--- src/rtl/cmp_arbiter_if.sv ---
// cmp_arbiter_if: bundle for the shared compare unit.
//   req0_* : branch-unit request (valid/ready, a, b, ft)
//   req1_* : set-less-than request (valid/ready, a, b, ft)
//   rsp_*  : tagged result (valid/ready, id, s, zero, neg, ovf, err)
// slave modport is the arbiter side, master is the requester/consumer side.
interface cmp_arbiter_if #(parameter int WIDTH = 32);
  logic             req0_valid, req0_ready;
  logic [WIDTH-1:0] req0_a, req0_b;
  logic [2:0]       req0_ft;
  logic             req1_valid, req1_ready;
  logic [WIDTH-1:0] req1_a, req1_b;
  logic [2:0]       req1_ft;
  logic             rsp_valid, rsp_ready;
  logic             rsp_id, rsp_s, rsp_zero, rsp_neg, rsp_ovf, rsp_err;

  modport slave (
    input  req0_valid, req0_a, req0_b, req0_ft,
    input  req1_valid, req1_a, req1_b, req1_ft,
    input  rsp_ready,
    output req0_ready, req1_ready,
    output rsp_valid, rsp_id, rsp_s, rsp_zero, rsp_neg, rsp_ovf, rsp_err
  );

  modport master (
    output req0_valid, req0_a, req0_b, req0_ft,
    output req1_valid, req1_a, req1_b, req1_ft,
    output rsp_ready,
    input  req0_ready, req1_ready,
    input  rsp_valid, rsp_id, rsp_s, rsp_zero, rsp_neg, rsp_ovf, rsp_err
  );
endinterface

--- src/rtl/cmp_arbiter.sv ---
// cmp_arbiter: two requesters share one signed subtract-and-compare datapath.
// Round-robin grant in IDLE, compute in EXEC, hold result in RESP until the
// consumer takes it (one result per 3 cycles at best).
//   clk   : rising-edge clock
//   reset : asynchronous active-low reset
//   bus   : cmp_arbiter_if.slave (two request ports, one response port)
module cmp_arbiter #(
  parameter int WIDTH = 32
) (
  input logic          clk,
  input logic          reset,
  cmp_arbiter_if.slave bus
);
  localparam int NUM_REQ = 2;
  localparam int MSB     = WIDTH - 1;

  localparam logic [1:0] IDLE = 2'd0;
  localparam logic [1:0] EXEC = 2'd1;
  localparam logic [1:0] RESP = 2'd2;

  typedef struct packed {
    logic [WIDTH-1:0] a;
    logic [WIDTH-1:0] b;
    logic [2:0]       ft;
  } cmp_req_t;

  logic [1:0]               state;
  logic                     last_grant;
  logic                     grant, gnt_any;
  logic [NUM_REQ-1:0]       vld;
  cmp_req_t [NUM_REQ-1:0]   req_in;
  cmp_req_t                 op;
  logic                     op_id;

  logic [WIDTH-1:0]         d;
  logic                     zero, ovf, neg, s, err;

  assign vld       = {bus.req1_valid, bus.req0_valid};
  assign req_in[0] = '{a: bus.req0_a, b: bus.req0_b, ft: bus.req0_ft};
  assign req_in[1] = '{a: bus.req1_a, b: bus.req1_b, ft: bus.req1_ft};

  // On a tie the port that did not win last time goes next.
  always_comb begin
    grant = 1'b0;
    unique case (vld)
      2'b10:   grant = 1'b1;
      2'b11:   grant = ~last_grant;
      default: grant = 1'b0;
    endcase
  end

  assign gnt_any        = |vld;
  assign bus.req0_ready = (state == IDLE) & gnt_any & ~grant;
  assign bus.req1_ready = (state == IDLE) & gnt_any &  grant;
  assign bus.rsp_valid  = (state == RESP);

  // Neg is the true signed A<B: the raw sign bit flipped when A-B overflowed.
  always_comb begin
    d    = op.a - op.b;
    zero = (d == '0);
    ovf  = (op.a[MSB] != op.b[MSB]) & (d[MSB] != op.a[MSB]);
    neg  = d[MSB] ^ ovf;
    s    = 1'b1;
    err  = 1'b0;
    unique case (op.ft)
      3'b001:  s = zero;
      3'b000:  s = ~zero;
      3'b010:  s = neg;
      3'b110:  s = neg | zero;
      3'b100:  s = ~neg;
      3'b111:  s = ~neg & ~zero;
      default: begin
        s   = 1'b1;
        err = 1'b1;
      end
    endcase
  end

  always_ff @(posedge clk or negedge reset) begin
    if (!reset) begin
      state        <= IDLE;
      last_grant   <= 1'b1;
      op           <= '0;
      op_id        <= 1'b0;
      bus.rsp_id   <= 1'b0;
      bus.rsp_s    <= 1'b0;
      bus.rsp_zero <= 1'b0;
      bus.rsp_neg  <= 1'b0;
      bus.rsp_ovf  <= 1'b0;
      bus.rsp_err  <= 1'b0;
    end else begin
      unique case (state)
        IDLE: if (gnt_any) begin
          op         <= req_in[grant];
          op_id      <= grant;
          last_grant <= grant;
          state      <= EXEC;
        end
        EXEC: begin
          bus.rsp_id   <= op_id;
          bus.rsp_s    <= s;
          bus.rsp_zero <= zero;
          bus.rsp_neg  <= neg;
          bus.rsp_ovf  <= ovf;
          bus.rsp_err  <= err;
          state        <= RESP;
        end
        RESP: if (bus.rsp_ready) state <= IDLE;
        default: state <= IDLE;
      endcase
    end
  end
endmodule
--- src/flat_wrapper.sv ---
// flat-port wrapper written by rule: the top's interface ports become plain ports
module cmp_arbiter_flat 
#(
  parameter int WIDTH = 32
)
  (clk, reset, bus_req0_valid, bus_req0_a, bus_req0_b, bus_req0_ft, bus_req1_valid, bus_req1_a, bus_req1_b, bus_req1_ft, bus_rsp_ready, bus_req0_ready, bus_req1_ready, bus_rsp_valid, bus_rsp_id, bus_rsp_s, bus_rsp_zero, bus_rsp_neg, bus_rsp_ovf, bus_rsp_err);
  cmp_arbiter_if #(.WIDTH(WIDTH)) bus_i ();
  input logic clk;
  input logic reset;
  input wire logic [$bits(bus_i.req0_valid)-1:0] bus_req0_valid;
  input wire logic [$bits(bus_i.req0_a)-1:0] bus_req0_a;
  input wire logic [$bits(bus_i.req0_b)-1:0] bus_req0_b;
  input wire logic [$bits(bus_i.req0_ft)-1:0] bus_req0_ft;
  input wire logic [$bits(bus_i.req1_valid)-1:0] bus_req1_valid;
  input wire logic [$bits(bus_i.req1_a)-1:0] bus_req1_a;
  input wire logic [$bits(bus_i.req1_b)-1:0] bus_req1_b;
  input wire logic [$bits(bus_i.req1_ft)-1:0] bus_req1_ft;
  input wire logic [$bits(bus_i.rsp_ready)-1:0] bus_rsp_ready;
  output wire logic [$bits(bus_i.req0_ready)-1:0] bus_req0_ready;
  output wire logic [$bits(bus_i.req1_ready)-1:0] bus_req1_ready;
  output wire logic [$bits(bus_i.rsp_valid)-1:0] bus_rsp_valid;
  output wire logic [$bits(bus_i.rsp_id)-1:0] bus_rsp_id;
  output wire logic [$bits(bus_i.rsp_s)-1:0] bus_rsp_s;
  output wire logic [$bits(bus_i.rsp_zero)-1:0] bus_rsp_zero;
  output wire logic [$bits(bus_i.rsp_neg)-1:0] bus_rsp_neg;
  output wire logic [$bits(bus_i.rsp_ovf)-1:0] bus_rsp_ovf;
  output wire logic [$bits(bus_i.rsp_err)-1:0] bus_rsp_err;
  assign bus_i.req0_valid = bus_req0_valid;
  assign bus_i.req0_a = bus_req0_a;
  assign bus_i.req0_b = bus_req0_b;
  assign bus_i.req0_ft = bus_req0_ft;
  assign bus_i.req1_valid = bus_req1_valid;
  assign bus_i.req1_a = bus_req1_a;
  assign bus_i.req1_b = bus_req1_b;
  assign bus_i.req1_ft = bus_req1_ft;
  assign bus_i.rsp_ready = bus_rsp_ready;
  assign bus_req0_ready = bus_i.req0_ready;
  assign bus_req1_ready = bus_i.req1_ready;
  assign bus_rsp_valid = bus_i.rsp_valid;
  assign bus_rsp_id = bus_i.rsp_id;
  assign bus_rsp_s = bus_i.rsp_s;
  assign bus_rsp_zero = bus_i.rsp_zero;
  assign bus_rsp_neg = bus_i.rsp_neg;
  assign bus_rsp_ovf = bus_i.rsp_ovf;
  assign bus_rsp_err = bus_i.rsp_err;
  cmp_arbiter #(.WIDTH(WIDTH)) u_core (.clk(clk), .reset(reset), .bus(bus_i));
endmodule
--- config.mk ---
export PLATFORM = sky130hd
export DESIGN_NAME = cmp_arbiter_flat
export DESIGN_NICKNAME = d
export VERILOG_FILES = /design/src/rtl/cmp_arbiter_if.sv /design/src/rtl/cmp_arbiter.sv /design/src/flat_wrapper.sv
export SDC_FILE = /design/constraint.sdc
export NUM_CORES = 1
export LEC_CHECK = 0
export ABC_AREA = 1
export BUFFER_PORTS_ARGS = -buffer_cell sky130_fd_sc_hd__buf_2
export CORE_MARGIN = 5
export CORE_UTILIZATION = 59
export CTS_CLUSTER_SIZE = 28
export DETAILED_ROUTE_END_ITERATION = 10
export PLACE_DENSITY = 0.87
export SYNTH_ARGS = -nofsm -noshare
export SYNTH_HDL_FRONTEND = slang
export SYNTH_SLANG_ARGS = --single-unit
--- constraint.sdc ---
create_clock -name clk -period 8.5 [get_ports clk]
set_input_delay 1.7 -clock clk [delete_from_list [all_inputs] [get_ports clk]]
set_output_delay 1.7 -clock clk [all_outputs]
set_load 0.03 [all_outputs]
==> flow_results.org <==
** Logic synthesis
- Each instance of the synthesized netlist takes up on average 6.13 µm².
- Portion of synthesized cell area occupied by the leading cell type :: 0.306
- Yosys mapped a number of flops with a built-in enable equal to 0.
- When the netlist entered floorplanning its net count stood at 1186.
- Counting flops with an async set or reset pin after synthesis yields a share of 1.00.
- Dominant cell type by area after synthesis :: sky130_fd_sc_hd__dfrtp_1
- In the synthesized netlist the dominant register cell turns out to be sky130_fd_sc_hd__dfrtp_1.
- Yosys mapped the design onto 32 distinct sky130hd cell types.
- Cell types occupying the most area after synthesis :: sky130_fd_sc_hd__dfrtp_1 (31%), sky130_fd_sc_hd__nand2_1 (26%), sky130_fd_sc_hd__inv_1 (11%), sky130_fd_sc_hd__nand3_1 (6.8%), sky130_fd_sc_hd__ha_1 (6.2%)
- Yosys printed 0 warnings.
- Counting flops and latches in the post-synthesis netlist gives 77.
- In this run the cell area of the synthesized design comes to 6210 µm².
- sky130_fd_sc_hd__nand2_1 is the most common cell in the netlist.
- For this run, the register share of the synthesized area comes to 0.310.
- Ranking of synthesized cells by instance count :: sky130_fd_sc_hd__nand2_1 (436), sky130_fd_sc_hd__inv_1 (175), sky130_fd_sc_hd__nand3_1 (84)
- Number of instances in the synthesized netlist :: 1014

** Placed design
- During placement, the flow inserted port buffers numbering 147.
- Detailed-placement wirelength estimate :: 12900 µm
- The congestion estimate from routability-driven global placement came to 0.999.
- The placed instances occupy a cell area of 7070 µm².
- Pre-CTS WS :: 3600 ps

** CTS
- Clock latency on the worst-skew pair :: 360 ps
- After clock tree synthesis, the flow added hold-fix buffers numbering 0.
- TritonCTS buffer count :: 9
- The tree is rooted in a sky130_fd_sc_hd__clkbuf_8.
- Gates resized during post-CTS repair numbered 0.
- Once the clock tree was built, the setup fixing pass inserted 0 buffers.
- Clock Sink Count :: 77
- CTS tree :: yes
- Counting along the longest clock path gives a buffer depth of 2.
- Reg clk slew, reported paths :: 90 ps
- The clock tree synthesis step divided the H-tree into 3 levels.

** Setup path
- Delay of the slowest critical-path stage :: 520 ps
- Tracing the worst setup path back leads to its startpoint at bus_req1_valid.
- Kind of end point of the critical path :: output pin
- CP top delay family :: buffers and inverters
- The worst register-to-register path begins at u_core.op[57]$_DFFE_PN0P_.
- For the worst setup path, the data required time is 6800 ps.
- The worst setup path is launched from an input port.
- Path type of the worst setup path :: in2out
- Critical-path cell list :: buf_2 > o21ai_2 > buf_4 > inv_1 > nand2_1 > inv_2 > buf_4 > buf_2
- The number of buffers and inverters on the critical path is 6.
- The worst register-to-register path has a depth of 25.
- Slowest stage cell on the critical path :: sky130_fd_sc_hd__buf_4
- Data arrival, critical path :: 3200 ps
- Crit-path max FO :: 68
- The critical path crosses 8 cells after its start point.
- Worst reg2reg setup slack :: 4660 ps

** Detailed routing
- Via Count :: 6589
- Drc violations :: 0
- The first routing iteration left 364 violations.
- After detailed routing, the average wire length per cell comes to 12.6 µm.
- Dividing the detail-routed via count by the number of cells gives 5.09.
- For this run, the detailed router's first-pass iteration total came to 5.
- The routed design has 16300 µm of wire.
- The detail route stage leaves a number of antenna-violating nets equal to 0.

** Global route
- Across every metal layer, demand over resource in global routing totals 0.262.
- The layer flagged by global routing as most heavily used is met2.
- Global-route met1 utilization :: 0.348
- For this run, global-route usage on met3 was measured as 0.0426.
- The initial antenna violation count was 0.
- Number of global-route vias before repair :: 6372
- For met2 alone, demand over resource in global routing was 0.444.
- Summed over all layers, the global routing overflow is 0.
- Entering global routing, the biggest net connects 78 pins.
- The first global-routing pass estimated 27800 µm of wire.

** Timing
- Based on the critical path, the design can be clocked at up to 204 MHz.
- Final-layout setup total negative slack :: 0 ps
- Setup violations remaining at the end of the flow were counted as 0.
- The smallest clock period supported by the final layout is computed as 4900 ps.
- Hold slack final :: 482 ps
- Count of endpoints failing hold in the final timing report :: 0
- Dividing the final minimum period by the clock period gives 0.577.
- The number of max-slew violations in the final report came to 0.
- After layout, the worst setup slack is 3600 ps.
- For the pin with the worst max-slew slack, the measured transition is 922 ps.
- For the final database, setup skew stands at 8.03 ps.
- Setup repair after global routing left no endpoint under its margin.
- Max-slew headroom :: 0.385

** Floorplan
- Measured along the x axis, the die boundary spans 113 µm.
- Placement row count :: 37
- The die covers 12700 µm².
- Die Y :: 113 µm
- The total area inside the core boundary comes to 10300 µm².
- Number of ports placed on the die boundary :: 148
- Starting utilization of the core area :: 0.605

** Layout
- More flip-flops sit in one register than any other, and that register is u_core.op.
- The register with the most flip-flops in the layout has 67 of them.
- Antenna cells :: 0
- Summing all non-filler instances in the final layout gives an area of 7300 µm².
- The largest registers in the layout are u_core.op: 67 flops, u_core.state: 2 flops.
- Final Core Density :: 0.710
- For this run, the post-layout net count is 1326.
- Relative to the synthesized area, the layout overhead comes to 17.5%.
- In the final layout, the share of cells above drive strength 1 is 0.165.

** Power
- Power per Cell Area :: 478 nW/µm²
- Of the total power, the clock network draws 0.093.
- Reported net switching power :: 0.00193 W
- Maximum ir drop on the vdd rail :: 0.000437 V
- The share of total power dissipated in combinational logic is 0.727.
- Internal power comes to 0.00156 W.
- Fraction of power spent switching nets :: 0.552
- Static power due to leakage :: 4.27 nW
- Reg power frac :: 0.180

** Worst hold path
- The worst hold path was traced through 2 stages.
- In this run the most critical hold path is launched from u_core.last_grant$_DFFE_PN1P_.
- Min-delay worst type :: reg2reg

** Flow run
- Across the run, the number of max-cap violations was 0.

** Status
- Outcome :: finished clean
-- logic make-up (layout without fill, tap and decap cells) --
kind of cell	count (synthesis)	after routing	share of synthesized area
fa+ha+maj	33	33	0.0689
xor+xnor	1	1	0.00141
buf+inv	199	344	0.121
simple gates	632	632	0.421
compound gates	72	72	0.0767
flops	77	77	0.310
-- cell usage in the layout, fill, tap and decap left out, types with 2 or more instances in the layout --
cell / count
sky130_fd_sc_hd__a21o_1: 3
sky130_fd_sc_hd__a21oi_1: 21
sky130_fd_sc_hd__and2_1: 4
sky130_fd_sc_hd__buf_2: 146
sky130_fd_sc_hd__buf_4: 5
sky130_fd_sc_hd__bufinv_16: 2
sky130_fd_sc_hd__clkbuf_8: 9
sky130_fd_sc_hd__clkinv_4: 2
sky130_fd_sc_hd__dfrtp_1: 76
sky130_fd_sc_hd__fa_1: 2
sky130_fd_sc_hd__ha_1: 31
sky130_fd_sc_hd__inv_1: 175
sky130_fd_sc_hd__inv_2: 2
sky130_fd_sc_hd__inv_6: 3
sky130_fd_sc_hd__nand2_1: 436
sky130_fd_sc_hd__nand2_2: 9
sky130_fd_sc_hd__nand3_1: 84
sky130_fd_sc_hd__nand3_2: 3
sky130_fd_sc_hd__nand3b_1: 5
sky130_fd_sc_hd__nand4_1: 14
sky130_fd_sc_hd__nor2_1: 64
sky130_fd_sc_hd__nor2_2: 3
sky130_fd_sc_hd__nor2_4: 2
sky130_fd_sc_hd__nor3_1: 6
sky130_fd_sc_hd__nor3_2: 2
sky130_fd_sc_hd__o211ai_1: 37
sky130_fd_sc_hd__o21ai_0: 4
-- power by group through the flow --
stage                     logic, W  registers [W]  clock network, W
after global placement     0.00246       0.000627                 0
after global routing       0.00292       0.000649          0.000341
final                      0.00254       0.000630          0.000324
after detailed placement   0.00250       0.000635                 0
after CTS                  0.00252       0.000629          0.000328
after floorplan            0.00192       0.000635                 0
-- metal layers --
layer / vias to the layer above / wire length [µm] / share of wire
met5: - / 0 / 0
met4: 0 / 275 / 0.017
met3: 25 / 1020 / 0.062
met2: 200 / 7640 / 0.47
met1: 2935 / 7400 / 0.45
li1: 3429 / - / -
-- tightest hold or removal path, cell delays in order, from the launching register on --
cell and delay, ps:
sky130_fd_sc_hd__dfstp_2 390, sky130_fd_sc_hd__nand2_1 60, sky130_fd_sc_hd__nand2_1 50
-- through the flow --
stage / power, W / instances
2_1_floorplan: 0.00256 / 1014
3_3_place_gp: 0.00309 / 1279
4_1_cts: 0.00348 / 1295
6_report: 0.00349 / 1295
5_1_grt: 0.00391 / 1295
3_5_place_dp: 0.00313 / 1279
-- final cells by class --
class	instances	area [µm²]
Clock buffer	9	124
Clock inverter	7	104
Fill cell	949	2980
Multi-Input combinational cell	738	3540
Tap cell	136	170
Timing Repair Buffer	151	768
Inverter	177	664
Sequential cell	77	1930
-- final timing paths --
| kind | endpoint |
|---|---|
| min in group asynchronous | u_core.op[50]$_DFFE_PN0P_ |
| setup / recovery | bus_req0_ready |
| setup reg to reg | u_core.bus.rsp_s$_DFFE_PN0N_ |
| hold reg to reg | u_core.last_grant$_DFFE_PN1P_ |
| max in group asynchronous | u_core.op[60]$_DFFE_PN0P_ |
| hold / removal | u_core.last_grant$_DFFE_PN1P_ |
Power figures use the tool's default switching activity.
